--- config.mk ---
export PLATFORM = sky130hd
export DESIGN_NAME = fetch_unit
export DESIGN_NICKNAME = d
export VERILOG_FILES = /design/src/rtl/cpu_pkg.sv /design/src/rtl/prog_mem.sv /design/src/rtl/fetch_unit.sv
export SDC_FILE = /design/constraint.sdc
export NUM_CORES = 1
export LEC_CHECK = 0
export ABC_AREA = 1
export CORE_ASPECT_RATIO = 1.25
export CORE_MARGIN = 5
export CORE_UTILIZATION = 32
export CTS_BUF_LIST = sky130_fd_sc_hd__clkbuf_4 sky130_fd_sc_hd__clkbuf_8 sky130_fd_sc_hd__clkbuf_16
export DETAILED_ROUTE_END_ITERATION = 10
export DONT_BUFFER_PORTS = 1
export GPL_TIMING_DRIVEN = 0
export MAX_ROUTING_LAYER = met4
export PLACE_DENSITY = 0.58
export SETUP_SLACK_MARGIN = 0.15
export SYNTH_ARGS = -nofsm -noshare
export SYNTH_HDL_FRONTEND = slang
export SYNTH_HIERARCHICAL = 1
export SYNTH_SLANG_ARGS = --single-unit
--- constraint.sdc ---
create_clock -name clk -period 2.7 [get_ports clk]
set_clock_uncertainty 0.2 [all_clocks]
set_input_delay 0.81 -clock clk [delete_from_list [all_inputs] [get_ports clk]]
set_output_delay 0.81 -clock clk [all_outputs]
set_load 0.01 [all_outputs]
--- src/rtl/cpu_pkg.sv ---
// Shared definitions for the fetch/issue stage and the controller:
// instruction layout, opcode values and the fetch FSM state encoding.
package cpu_pkg;

    localparam int unsigned INSTR_W = 12;
    localparam int unsigned OPC_MSB = 11;
    localparam int unsigned OPC_LSB = 8;
    localparam int unsigned OPR_MSB = 7;
    localparam int unsigned OPR_LSB = 0;

    localparam logic [3:0] OP_ADD   = 4'b0000;
    localparam logic [3:0] OP_ADD_A = 4'b0001;
    localparam logic [3:0] OP_SUB   = 4'b0010;
    localparam logic [3:0] OP_SUB_A = 4'b0011;
    localparam logic [3:0] OP_AND   = 4'b0100;
    localparam logic [3:0] OP_AND_A = 4'b0101;
    localparam logic [3:0] OP_OR    = 4'b0110;
    localparam logic [3:0] OP_OR_A  = 4'b0111;
    localparam logic [3:0] OP_SHR   = 4'b1000;
    localparam logic [3:0] OP_HALT  = 4'b1111;

    typedef enum logic [2:0] {
        S_IDLE,
        S_FETCH,
        S_ISSUE,
        S_WAIT,
        S_HALT
    } fetch_state_t;

    function automatic logic [3:0] instr_opcode(input logic [INSTR_W-1:0] word);
        return word[OPC_MSB:OPC_LSB];
    endfunction

    function automatic logic [7:0] instr_operand(input logic [INSTR_W-1:0] word);
        return word[OPR_MSB:OPR_LSB];
    endfunction

endpackage

--- src/rtl/prog_mem.sv ---
// Program memory: 2^ADDR_W x 12 words, synchronous write, registered read.
// The read register doubles as the fetch stage's instruction register.
module prog_mem
    import cpu_pkg::*;
#(
    parameter int unsigned ADDR_W = 4
) (
    input  logic               clk,
    input  logic               we,
    input  logic [ADDR_W-1:0]  waddr,
    input  logic [INSTR_W-1:0] wdata,
    input  logic               re,
    input  logic [ADDR_W-1:0]  raddr,
    output logic [INSTR_W-1:0] rdata
);

    logic [INSTR_W-1:0] mem [2**ADDR_W];
    logic [INSTR_W-1:0] rdata_q;

    always_ff @(posedge clk) begin
        if (we) begin
            mem[waddr] <= wdata;
        end
        if (re) begin
            rdata_q <= mem[raddr];
        end
    end

    assign rdata = rdata_q;

endmodule

--- src/rtl/fetch_unit.sv ---
// Instruction fetch/issue stage: steps a PC through program memory and
// presents one instruction every GAP+2 cycles to the controller.
module fetch_unit
    import cpu_pkg::*;
#(
    parameter int unsigned ADDR_W = 4,
    parameter int unsigned GAP    = 1
) (
    input  logic              clk,
    input  logic              reset,
    input  logic              start,
    input  logic              prog_we,
    input  logic [ADDR_W-1:0] prog_addr,
    input  logic [11:0]       prog_data,
    output logic [3:0]        opcode,
    output logic [7:0]        operand,
    output logic              op,
    output logic [ADDR_W-1:0] pc,
    output logic              busy,
    output logic              halted
);

    localparam int unsigned      GAP_W    = (GAP > 1) ? $clog2(GAP) : 1;
    localparam logic [GAP_W-1:0] GAP_LAST = GAP_W'(GAP - 1);

    fetch_state_t       state_q, state_d;
    logic [ADDR_W-1:0]  pc_q, pc_d;
    logic [GAP_W-1:0]   gap_q, gap_d;
    logic [3:0]         opcode_q, opcode_d;
    logic [7:0]         operand_q, operand_d;

    logic [INSTR_W-1:0] ir;
    logic [3:0]         ir_opcode;
    logic [7:0]         ir_operand;
    logic               ir_halt;
    logic               accepting;
    logic               mem_we;
    logic               mem_re;
    logic               issuing;

    assign accepting  = (state_q == S_IDLE) || (state_q == S_HALT);
    assign mem_we     = prog_we && accepting;
    assign ir_opcode  = instr_opcode(ir);
    assign ir_operand = instr_operand(ir);
    assign ir_halt    = (ir_opcode == OP_HALT);

    prog_mem #(
        .ADDR_W (ADDR_W)
    ) u_prog_mem (
        .clk   (clk),
        .we    (mem_we),
        .waddr (prog_addr),
        .wdata (prog_data),
        .re    (mem_re),
        .raddr (pc_q),
        .rdata (ir)
    );

    always_comb begin
        state_d   = state_q;
        pc_d      = pc_q;
        gap_d     = gap_q;
        opcode_d  = opcode_q;
        operand_d = operand_q;
        mem_re    = 1'b0;
        unique case (state_q)
            S_IDLE, S_HALT: begin
                if (start) begin
                    pc_d    = '0;
                    state_d = S_FETCH;
                end
            end
            S_FETCH: begin
                mem_re  = 1'b1;
                state_d = S_ISSUE;
            end
            S_ISSUE: begin
                if (ir_halt) begin
                    state_d = S_HALT;
                end else begin
                    pc_d      = pc_q + ADDR_W'(1);
                    gap_d     = '0;
                    opcode_d  = ir_opcode;
                    operand_d = ir_operand;
                    state_d   = S_WAIT;
                end
            end
            S_WAIT: begin
                if (gap_q == GAP_LAST) begin
                    state_d = S_FETCH;
                end else begin
                    gap_d = gap_q + GAP_W'(1);
                end
            end
            default: begin
                state_d = S_IDLE;
            end
        endcase
    end

    always_ff @(posedge clk or posedge reset) begin
        if (reset) begin
            state_q   <= S_IDLE;
            pc_q      <= '0;
            gap_q     <= '0;
            opcode_q  <= '0;
            operand_q <= '0;
        end else begin
            state_q   <= state_d;
            pc_q      <= pc_d;
            gap_q     <= gap_d;
            opcode_q  <= opcode_d;
            operand_q <= operand_d;
        end
    end

    // The instruction register is the memory's read register, so the issuing
    // word is shown straight from it; the hold registers capture it at the end
    // of ISSUE and keep it until the next non-HALT issue.
    assign issuing = (state_q == S_ISSUE) && !ir_halt;
    assign opcode  = issuing ? ir_opcode  : opcode_q;
    assign operand = issuing ? ir_operand : operand_q;

    assign op     = issuing;
    assign pc     = pc_q;
    assign busy   = (state_q == S_FETCH) || (state_q == S_ISSUE) || (state_q == S_WAIT);
    assign halted = (state_q == S_HALT);

endmodule

* After elaboration in Yosys (flattened, before gate mapping)
Memory sizes are Yosys's and may differ from the RTL's. A register that Yosys moved wholly into a read port is not among the register bits.
Cells that the tools add are included.
** Operators by class
- Add/sub/neg operators :: 2
- Equal/unequal tests :: 8
- Mux-type cells :: 15
- Bitwise gates (word level) :: 1
- Reductions and logical operators :: 14
** Operator list (count)
- 4-bit 2-to-1 mux :: 3
- 3-bit case mux with 4 select lines :: 1
- 3-bit 2-to-1 mux :: 3
- 8-bit 2-to-1 mux :: 1
- 4-bit case mux with 2 select lines :: 1
- 3-bit by 2-bit equality test with 1-bit output, second input constant :: 2
- 2-bit inequality test, second input constant :: 3
- 2-bit AND reduction :: 3
- 1-bit 2-to-1 mux :: 5
- 4-bit by 1-bit adder with 4-bit output, second input constant :: 1
- 4-bit equality test, second input constant :: 1
- 2-bit nonzero test :: 2
- 3-bit by 1-bit equality test with 1-bit output, second input constant :: 1
- 3-bit equality test, second input constant :: 1
- 3-bit logical NOT :: 1
- 1-bit logical OR :: 3
- 3-bit AND reduction :: 1
- 1-bit logical AND :: 2
- 1-bit case mux with 2 select lines :: 1
- 2-bit OR reduction :: 1
- 1-bit adder, second input constant :: 1
- 1-bit logical NOT :: 1
- 1-bit inverter :: 1
** Word-level totals
- Bits in registers :: 20
- Memory bits (writable) :: 192
- Input bits :: 20
- Output and inout bits :: 19
- Memories kept :: 1
** Memory list
- u_prog_mem.mem :: words 16, width 12, read ports 1, clocked after memory_dff 1, wr ports 1, line prog_mem.sv:17 : logic [INSTR_W-1:0] mem [2**ADDR_W];

* Depth between registers and ports, before layout
Gate-level depths: netlist of the first run.
- Word-level depth :: 5
- Depth in mapped cells :: 9
- Mapped depth without buffers :: 7

* Cells and area by module
The synthesis of the first run kept the hierarchy.
** Modules (own cells, without submodules)
- prog_mem :: instances 1, cells each 813, area an instance 8682.1 sq um
- fetch_unit :: instances 1, cells each 116, area an instance 923.4 sq um

* Worst setup path before layout of the first run
OpenSTA, ideal clock, no wires.
- Path type :: input-to-reg
- Start point :: in prog_we
- End point :: mem u_prog_mem.mem[12][0] (enable)
- Setup time :: 380 ps
- Arrival time :: 1720 ps
- Required time :: 2120 ps
- Slack :: 399 ps
- Cell stages on the path :: 4
- Buffers on the path :: 0
- Path through :: inv_1 > nor2_1 > nand3_1 > nor2_1
** Between the ends
- Word-level cells in the longest chain between the ends :: 3
** Ends and longest elaborated chain
- start: declaration :: line fetch_unit.sv:12 : input logic prog_we,
- 1-bit logical AND :: line fetch_unit.sv:42 : assign mem_we = prog_we && accepting;
- net mem_we :: line fetch_unit.sv:37 : logic mem_we;
- 1-bit 2-to-1 mux :: line prog_mem.sv:21 : if (we) begin
- 1-bit 2-to-1 mux (implied by the code) :: line prog_mem.sv:22 : mem[waddr] <= wdata;
- end: declaration :: line prog_mem.sv:17
The timed path passes the listed nets, and every way through them passes these cells.

* Worst setup path after layout of the first run
- Start point :: reg state_q[1]
- End point :: out operand[3]
** Between the ends
- Word-level cells in the longest chain between the ends :: 3
** Ends and longest elaborated chain
- start: declaration :: line fetch_unit.sv:26 : fetch_state_t state_q, state_d;
- start signal: assignment :: line fetch_unit.sv:109 : state_q <= state_d;
- 3-bit by 2-bit equality test with 1-bit output :: line fetch_unit.sv:120 : assign issuing = (state_q == S_ISSUE) && !ir_halt;
- 1-bit logical AND :: line fetch_unit.sv:120
- 8-bit 2-to-1 mux :: line fetch_unit.sv:122 : assign operand = issuing ? ir_operand : operand_q;
- end: declaration :: line fetch_unit.sv:16 : output logic [7:0] operand,
Every way passes these cells.

==> metrics.md, run 1 <==
| Metric | Value |
|---|---|
| Outcome | complete, but fails checks |
| Failing checks | setup timing |
| DRC Markers | 0 |
| DR vias | 6,449 |
| Most frequent cells in the layout | nand2_1 (291), edfxtp_1 (204), inv_1 (159), nand3_1 (149), clkbuf_16 (23) |
| Max-Cap Viols | 0 |
| Hold Slack | 109 ps |
| Clock Power Share | between 20 and 30% |
| CP top delay family | simple AND/OR/NAND/NOR gates |
| Die ar. | 0.0336 sq mm |
| Pins Over Slew Limit | 0 |
| Io pins | 39 |
| Worst path bufs/invs | 3 |
| Syn Inst Count | just over 900 |
| CTS tree | yes |
| Cell chain of the critical path | inv_2 > nor3_4 > nand2_2 > buf_6 > buf_8 > nand2_2 > nand2_2 |
| CP most frequent cell | nand2_2 |
| Unrepaired setup endpoints after global routing | yes |
| Crit end category | output pin |
| DRT Wirelength | 24.8 mm |
| Sw Ratio | 34.4% |
| CTS clock-pin slew for the worst setup and hold paths | 60 ps |
| Routed Antenna Nets | 0 |
| Worst endpoint data arrival time | roughly 1700 ps |
| Setup violations, final | 1 |
| CTS buffer count | 23 |
| Hold Vio Cnt, Final | 0 |
| Fin crit share | 100% |
| Clock Sink Count | 223 |
| Clk_lat worst skew | 510 ps |
| Number of DRC markers in iteration 0 | 721 |
| Int Pwr | 7.17 mW |
| Yosys warns | 6 |
| Total chip power | 10.9 mW |
| Worst slew pin tran | approximately 730 ps |
| Placed Area | 0.0101 sq mm |
| Routed vias/inst | 4.62 |
| Peak supply drop | 0.000445 V |
| Initial Utilization | approximately a third |
| Drt first pass iters | 7 |
| # diodes | 0 |
| Total gr overflow | 0 |
| NetSw | 3.77 mW |
| Netlist cell types | 22 |
| Synthesized cell area | 0.00961 sq mm |
| Post-synthesis sequential area ratio | 68.7% |
| Root Buffer | clkbuf_16 |
| IO Port Bufs | 0 |
| Place WS | -489 ps |
| Largest net degree at the start of global routing | 20 |
| Fin nets | 1,002 |
| Yosys reg bits | 223 |
| Crit path kind | flop to output pin |
| First-pass GRT wire length | about 37 mm |
| Core ar. | 0.0298 sq mm |
| Worst-path fanout max | 7 |
| Rel. slew slack | between 50% and 60% |
| WL per Instance | 17.7 microns |
| Synth top area share | a little under two thirds |
| Die Wd | 165 microns |
| Leakage power | 4.88 nW |
| Syn nets | 950 |
| Tightest Hold Check Type | primary input to asynchronous set/reset pin |
| GP Congestion | just over 0.8 |
| Commonest non-fill, non-tap cell in the layout | nand2_1 |
| Htree depth | 1 |
| F_max | 370 MHz |
| Slowest-stage cell, CP | dfrtp_1 |
| Die Ht | 204 microns |
| FP Rows | 71 |
| Slowest Stage Delay on Critical Path | approximately 370 ps |
| Area contributors post-synth | edfxtp_1 (64%), nand2_1 (12%), nand3_1 (7.8%) |
| Worst setup margin | -3.85 ps |
| Vias in the first global route | 6,236 |
| Share of layout cells above drive strength 1 | 14.6% |
| Crit path time final | about 2700 ps |
| Syn_area_per_cell | slightly above 10 sq um |
| Startpoint Class | flop |
| Reg power frac | between 30% and 40% |
| R2r setup slk | about 260 ps |
| CP required | 1690 ps |
| Gr usage total | ~15% |
| Combinational power share | 31.3% |
| Area grow syn2layout | 20.6% |
| Fin area | 0.0116 sq mm |
| PwrDens | 945 mW/mm^2 |
| Bufs on Longest Clock Path | 3 |
| Initial antenna violation count | 0 |
| Cell accounting for the most synthesized area | edfxtp_1 |
| Setup TNS | -3.85 ps |
| HPWL after detailed placement | around 16 mm |
==> through the flow <==
step           instances  utilization [%]
3_5_place_dp        1330             33.9
3_3_place_gp        1330             33.9
5_1_grt             1397             38.8
4_1_cts             1381             37.8
2_1_floorplan        929                -
6_report            1397             38.8
==> worst paths after layout <==
path,startpoint,end,depth (start not counted)
hold / removal,reset,state_q[0]$_DFFE_PP0P_,1
max in group asynchronous,reset,operand_q[0]$_DFFE_PP0P_,1
setup reg to reg,state_q[1]$_DFFE_PP0P_,u_prog_mem/mem[10][9]$_DFFE_PP_,7
setup / recovery,state_q[1]$_DFFE_PP0P_,operand[3],7
min in group clk,prog_data[3],u_prog_mem/mem[9][3]$_DFFE_PP_,0
hold reg to reg,operand_q[0]$_DFFE_PP0P_,operand_q[0]$_DFFE_PP0P_,2
==> cells by family after synthesis <==
kind of cell / after synthesis / share of synthesized area (%)
AO/OA/AOI/OAI: 3 / 0.195
XOR/XNOR: 1 / 0.0912
adder cells (fa/ha/maj): 1 / 0.130
buffers and inverters: 203 / 9.05
flip-flops: 223 / 68.7
AND/OR/NAND/NOR: 498 / 21.8
==> Yosys cell counts, drive strengths merged <==
| library cell | number |
|---|---|
| a21oi | 1 |
| clkbuf | 4 |
| inv | 162 |
| a21boi | 1 |
| nor2 | 23 |
| nand4 | 2 |
| o22ai | 1 |
| xor2 | 1 |
| edfxtp | 204 |
| buf | 37 |
| nand2 | 320 |
| ha | 1 |
| nand3 | 150 |
| nand3b | 2 |
| dfrtp | 19 |
| nor3 | 1 |
==> state kept, by name (all words and copies together) (netlist names) <==
signal	count
opcode_q	4
operand_q	8
pc	4
state_q	3
u_prog_mem/mem	192
u_prog_mem/rdata	12
==> worst register-to-register path: cells and delay by family, from the launching register on <==
kind          cells  cell delay (ps)
buf+inv           3              460
simple gates      4             1090
flops             1              390
==> power groups by stage <==
stage                     clock network, mW  logic (mW)  registers (mW)
after floorplan                           0        2.06            4.27
after global placement                    0        2.95            4.30
after detailed placement                  0        2.98            4.31
after CTS                              3.31        3.30            4.27
after global routing                   3.45        3.76            4.30
final                                  3.24        3.42            4.27
==> routing by layer <==
metal  routed length [microns]  global-route usage [%]  vias up
met2                     12000                    23.7      231
met4                       741                    4.61        0
met1                     10100                    18.7     3084
li1                          -                       -     3090
met5                         0                       -        -
met3                      1960                    3.21       44
==> area by class of cell <==
cell class | count | area [sq um]
inverters | 162 | 611
well taps | 401 | 502
fillers | 2900 | 18300
repair buffers | 27 | 413
clock buffers | 25 | 591
multi-input cells | 503 | 2420
clock inverters | 15 | 179
plain buffers | 41 | 265
flip-flops and latches | 223 | 6600
==> repair_timing <==
item                       CTS  global route
cloned                       1             0
resized for setup           74             5
hold buffers                 0             0
pin swaps                   16            18
setup endpoints to repair  205           169
setup buffers               10            16
Power figures use the tool's default switching activity.
==> run 2: changes to the inputs <==
CORE_ASPECT_RATIO = unset   (was 1.25)
==> metrics.md, run 2 (synthesized netlist as in run 1, its figures left out) <==
| Metric | Value |
|---|---|
| Initial antenna violation count | 0 |
| Die Wd | between 150 and 200 microns |
| Setup violations, final | 12 |
| DRT Wirelength | 24.1 mm |
| Max Used Layer | met4 |
| FP Rows | 63 |
| Share of layout cells above drive strength 1 | around 15% |
| Core ar. | 0.0296 sq mm |
| Worst endpoint data arrival time | ~1700 ps |
| Largest net degree at the start of global routing | 20 |
| WL per Instance | 17.4 microns |
| CTS buffer count | 25 |
| Worst-path fanout max | 7 |
| Cell chain of the critical path | nor3_4 > nand2_2 > buf_6 > buf_12 > nand2_4 > nand2_4 |
| Commonest non-fill, non-tap cell in the layout | nand2_1 |
| First-pass GRT wire length | 36.3 mm |
| Initial Utilization | between 30 and 40% |
| Max-Cap Viols | 0 |
| Number of DRC markers in iteration 0 | 810 |
| Hold Vio Cnt, Final | 0 |
| Number of flip-flops in the largest register | 192 |
| F_max | 364 MHz |
| Bufs on Longest Clock Path | 3 |
| Leakage power | 4.86 nW |
| DR vias | 6,448 |
| Peak supply drop | 0.000493 V |
| Gr usage total | 14.5% |
| Tightest Hold Check Type | primary input to asynchronous set/reset pin |
| IO Port Bufs | 0 |
| CP most frequent cell | nand2_4 |
| Root Buffer | clkbuf_16 |
| Crit end category | output pin |
| CTS tree | yes |
| Vias in the first global route | 5,947 |
| # hold bufs at CTS | 0 |
| Slowest-stage cell, CP | dfrtp_2 |
| PwrDens | 959 mW/mm^2 |
| Outcome | complete, but fails checks |
| CP required | 1690 ps |
| Failing checks | setup timing |
| Pins Over Slew Limit | 0 |
| Io pins | 39 |
| Total gr overflow | 0 |
| Multi-input logic area | roughly 0.0025 sq mm |
| Worst setup margin | -47.2 ps |
| HPWL after detailed placement | approximately 15 mm |
| CP top delay family | simple AND/OR/NAND/NOR gates |
| Metal3 WL | approximately 2.2 mm |
| Die ar. | 0.0336 sq mm |
| Htree depth | 1 |
| Worst path bufs/invs | 2 |
| Met2 WL post-DR | 10.6 mm |
| Area grow syn2layout | 19.8% |
| CTS clock-pin slew for the worst setup and hold paths | 60 ps |
| Register area | 0.00660 sq mm |
| Most frequent cells in the layout | nand2_1 (289), edfxtp_1 (204), inv_1 (159), nand3_1 (150), clkbuf_16 (25) |
| DRC Markers | 0 |
| Routed Antenna Nets | 0 |
| Startpoint Class | flop |
| Fin area | 0.0115 sq mm |
| Fin nets | about 1,000 |
| Unrepaired setup endpoints after global routing | yes |
| Fin crit share | 102% |
| Clk_lat worst skew | 540 ps |
| Top reg by flops | u_prog_mem/mem |
| Drt first pass iters | 6 |
| Place WS | -571 ps |
| Number of fillers in the final layout | between 2,000 and 3,000 |
| GP Congestion | 0.841 |
| WL met1 | around 11 mm |
| Die Ht | 183 microns |
| Crit path time final | between 2000 and 3000 ps |
| Worst slew pin tran | 729 ps |
| Rel. slew slack | 51.4% |
| Placed Area | 0.0101 sq mm |
| Crit path kind | flop to output pin |
| Routed vias/inst | 4.65 |
| Clock Sink Count | between 200 and 250 |
| Slowest Stage Delay on Critical Path | ~440 ps |
-- run 2: cell count changes in the layout (fill, tap and decap cells not counted), moves of 3 or more --
| cell | before | now |
|---|---|---|
| buf_12 | 17 | 10 |
| bufinv_16 | 4 | 0 |
| clkbuf_8 | 0 | 4 |
| clkinv_2 | 3 | 6 |
| nand2_2 | 14 | 9 |
| nand2_4 | 13 | 19 |
-- run 2: what timing repair did --
item / 4_1_cts / 5_1_grt
gates resized for setup: 68 / 26
pin swaps: 13 / 18
hold endpoints to repair: 0 / 0
setup buffers: 11 / 8
setup endpoints to repair: 206 / 109
gates cloned: 2 / 0
-- run 2: power by group --
group | total, mW | internal, mW | switching, mW
clock | 3.20 | 1.85 | 1.35
sequential | 4.29 | 4.11 | 0.190
combinational | 3.54 | 1.16 | 2.38
total | 11.0 | 7.12 | 3.92
-- run 2: worst register-to-register path, stage by stage (launching register included) --
cell,delay (ps)
dfrtp_1,410
buf_4,160
nor2_4,140
inv_1,100
nor2_4,210
nand3b_1,360
nor2_4,470
-- run 2: final timing paths --
check | from | end | slack [ps] | cells past startpoint
setup / recovery | state_q[2]$_DFFE_PP0P_ | operand[2] | -50 | 6
hold / removal | reset | operand_q[3]$_DFFE_PP0P_ | 100 | 1
setup reg to reg | state_q[0]$_DFFE_PP0P_ | u_prog_mem/mem[9][0]$_DFFE_PP_ | 310 | 6
hold reg to reg | u_prog_mem/rdata[2]$_DFFE_PP_ | operand_q[2]$_DFFE_PP0P_ | 300 | 2
max in group asynchronous | reset | state_q[2]$_DFFE_PP0P_ | 1700 | 1
min in group clk | prog_data[4] | u_prog_mem/mem[11][4]$_DFFE_PP_ | 160 | 0
-- run 2: layout make-up --
type,instances,area share (%)
clock buffer,32,6.11
antenna,1,0.0217
sequential,223,57.4
clock inverter,14,0.772
tap,390,4.24
buffer,41,2.35
timing repair buffer,21,2.33
multi-input combinational,503,21.5
inverter,162,5.31
-- run 2: through the flow --
stage | hold WS (ps) | std cells | setup TNS (ps) | util (%) | power, mW
floorplan | 237 | 929 | 0 | - | 6.32
global placement | 252 | 1319 | -70930 | 34.1 | 7.27
detailed placement | 255 | 1319 | -73820 | 34.1 | 7.30
CTS | 94.8 | 1378 | -113 | 38.0 | 10.9
global route | 134 | 1386 | -1250 | 38.8 | 11.6
finish | 95.5 | 1387 | -388 | 38.8 | 11.0
-- run 2: layer usage --
layer / vias up / GRT usage, %
met3: 52 / 3.03
met1: 3065 / 21.0
met2: 238 / 20.7
li1: 3093 / -
met5: - / -
met4: 0 / 4.20
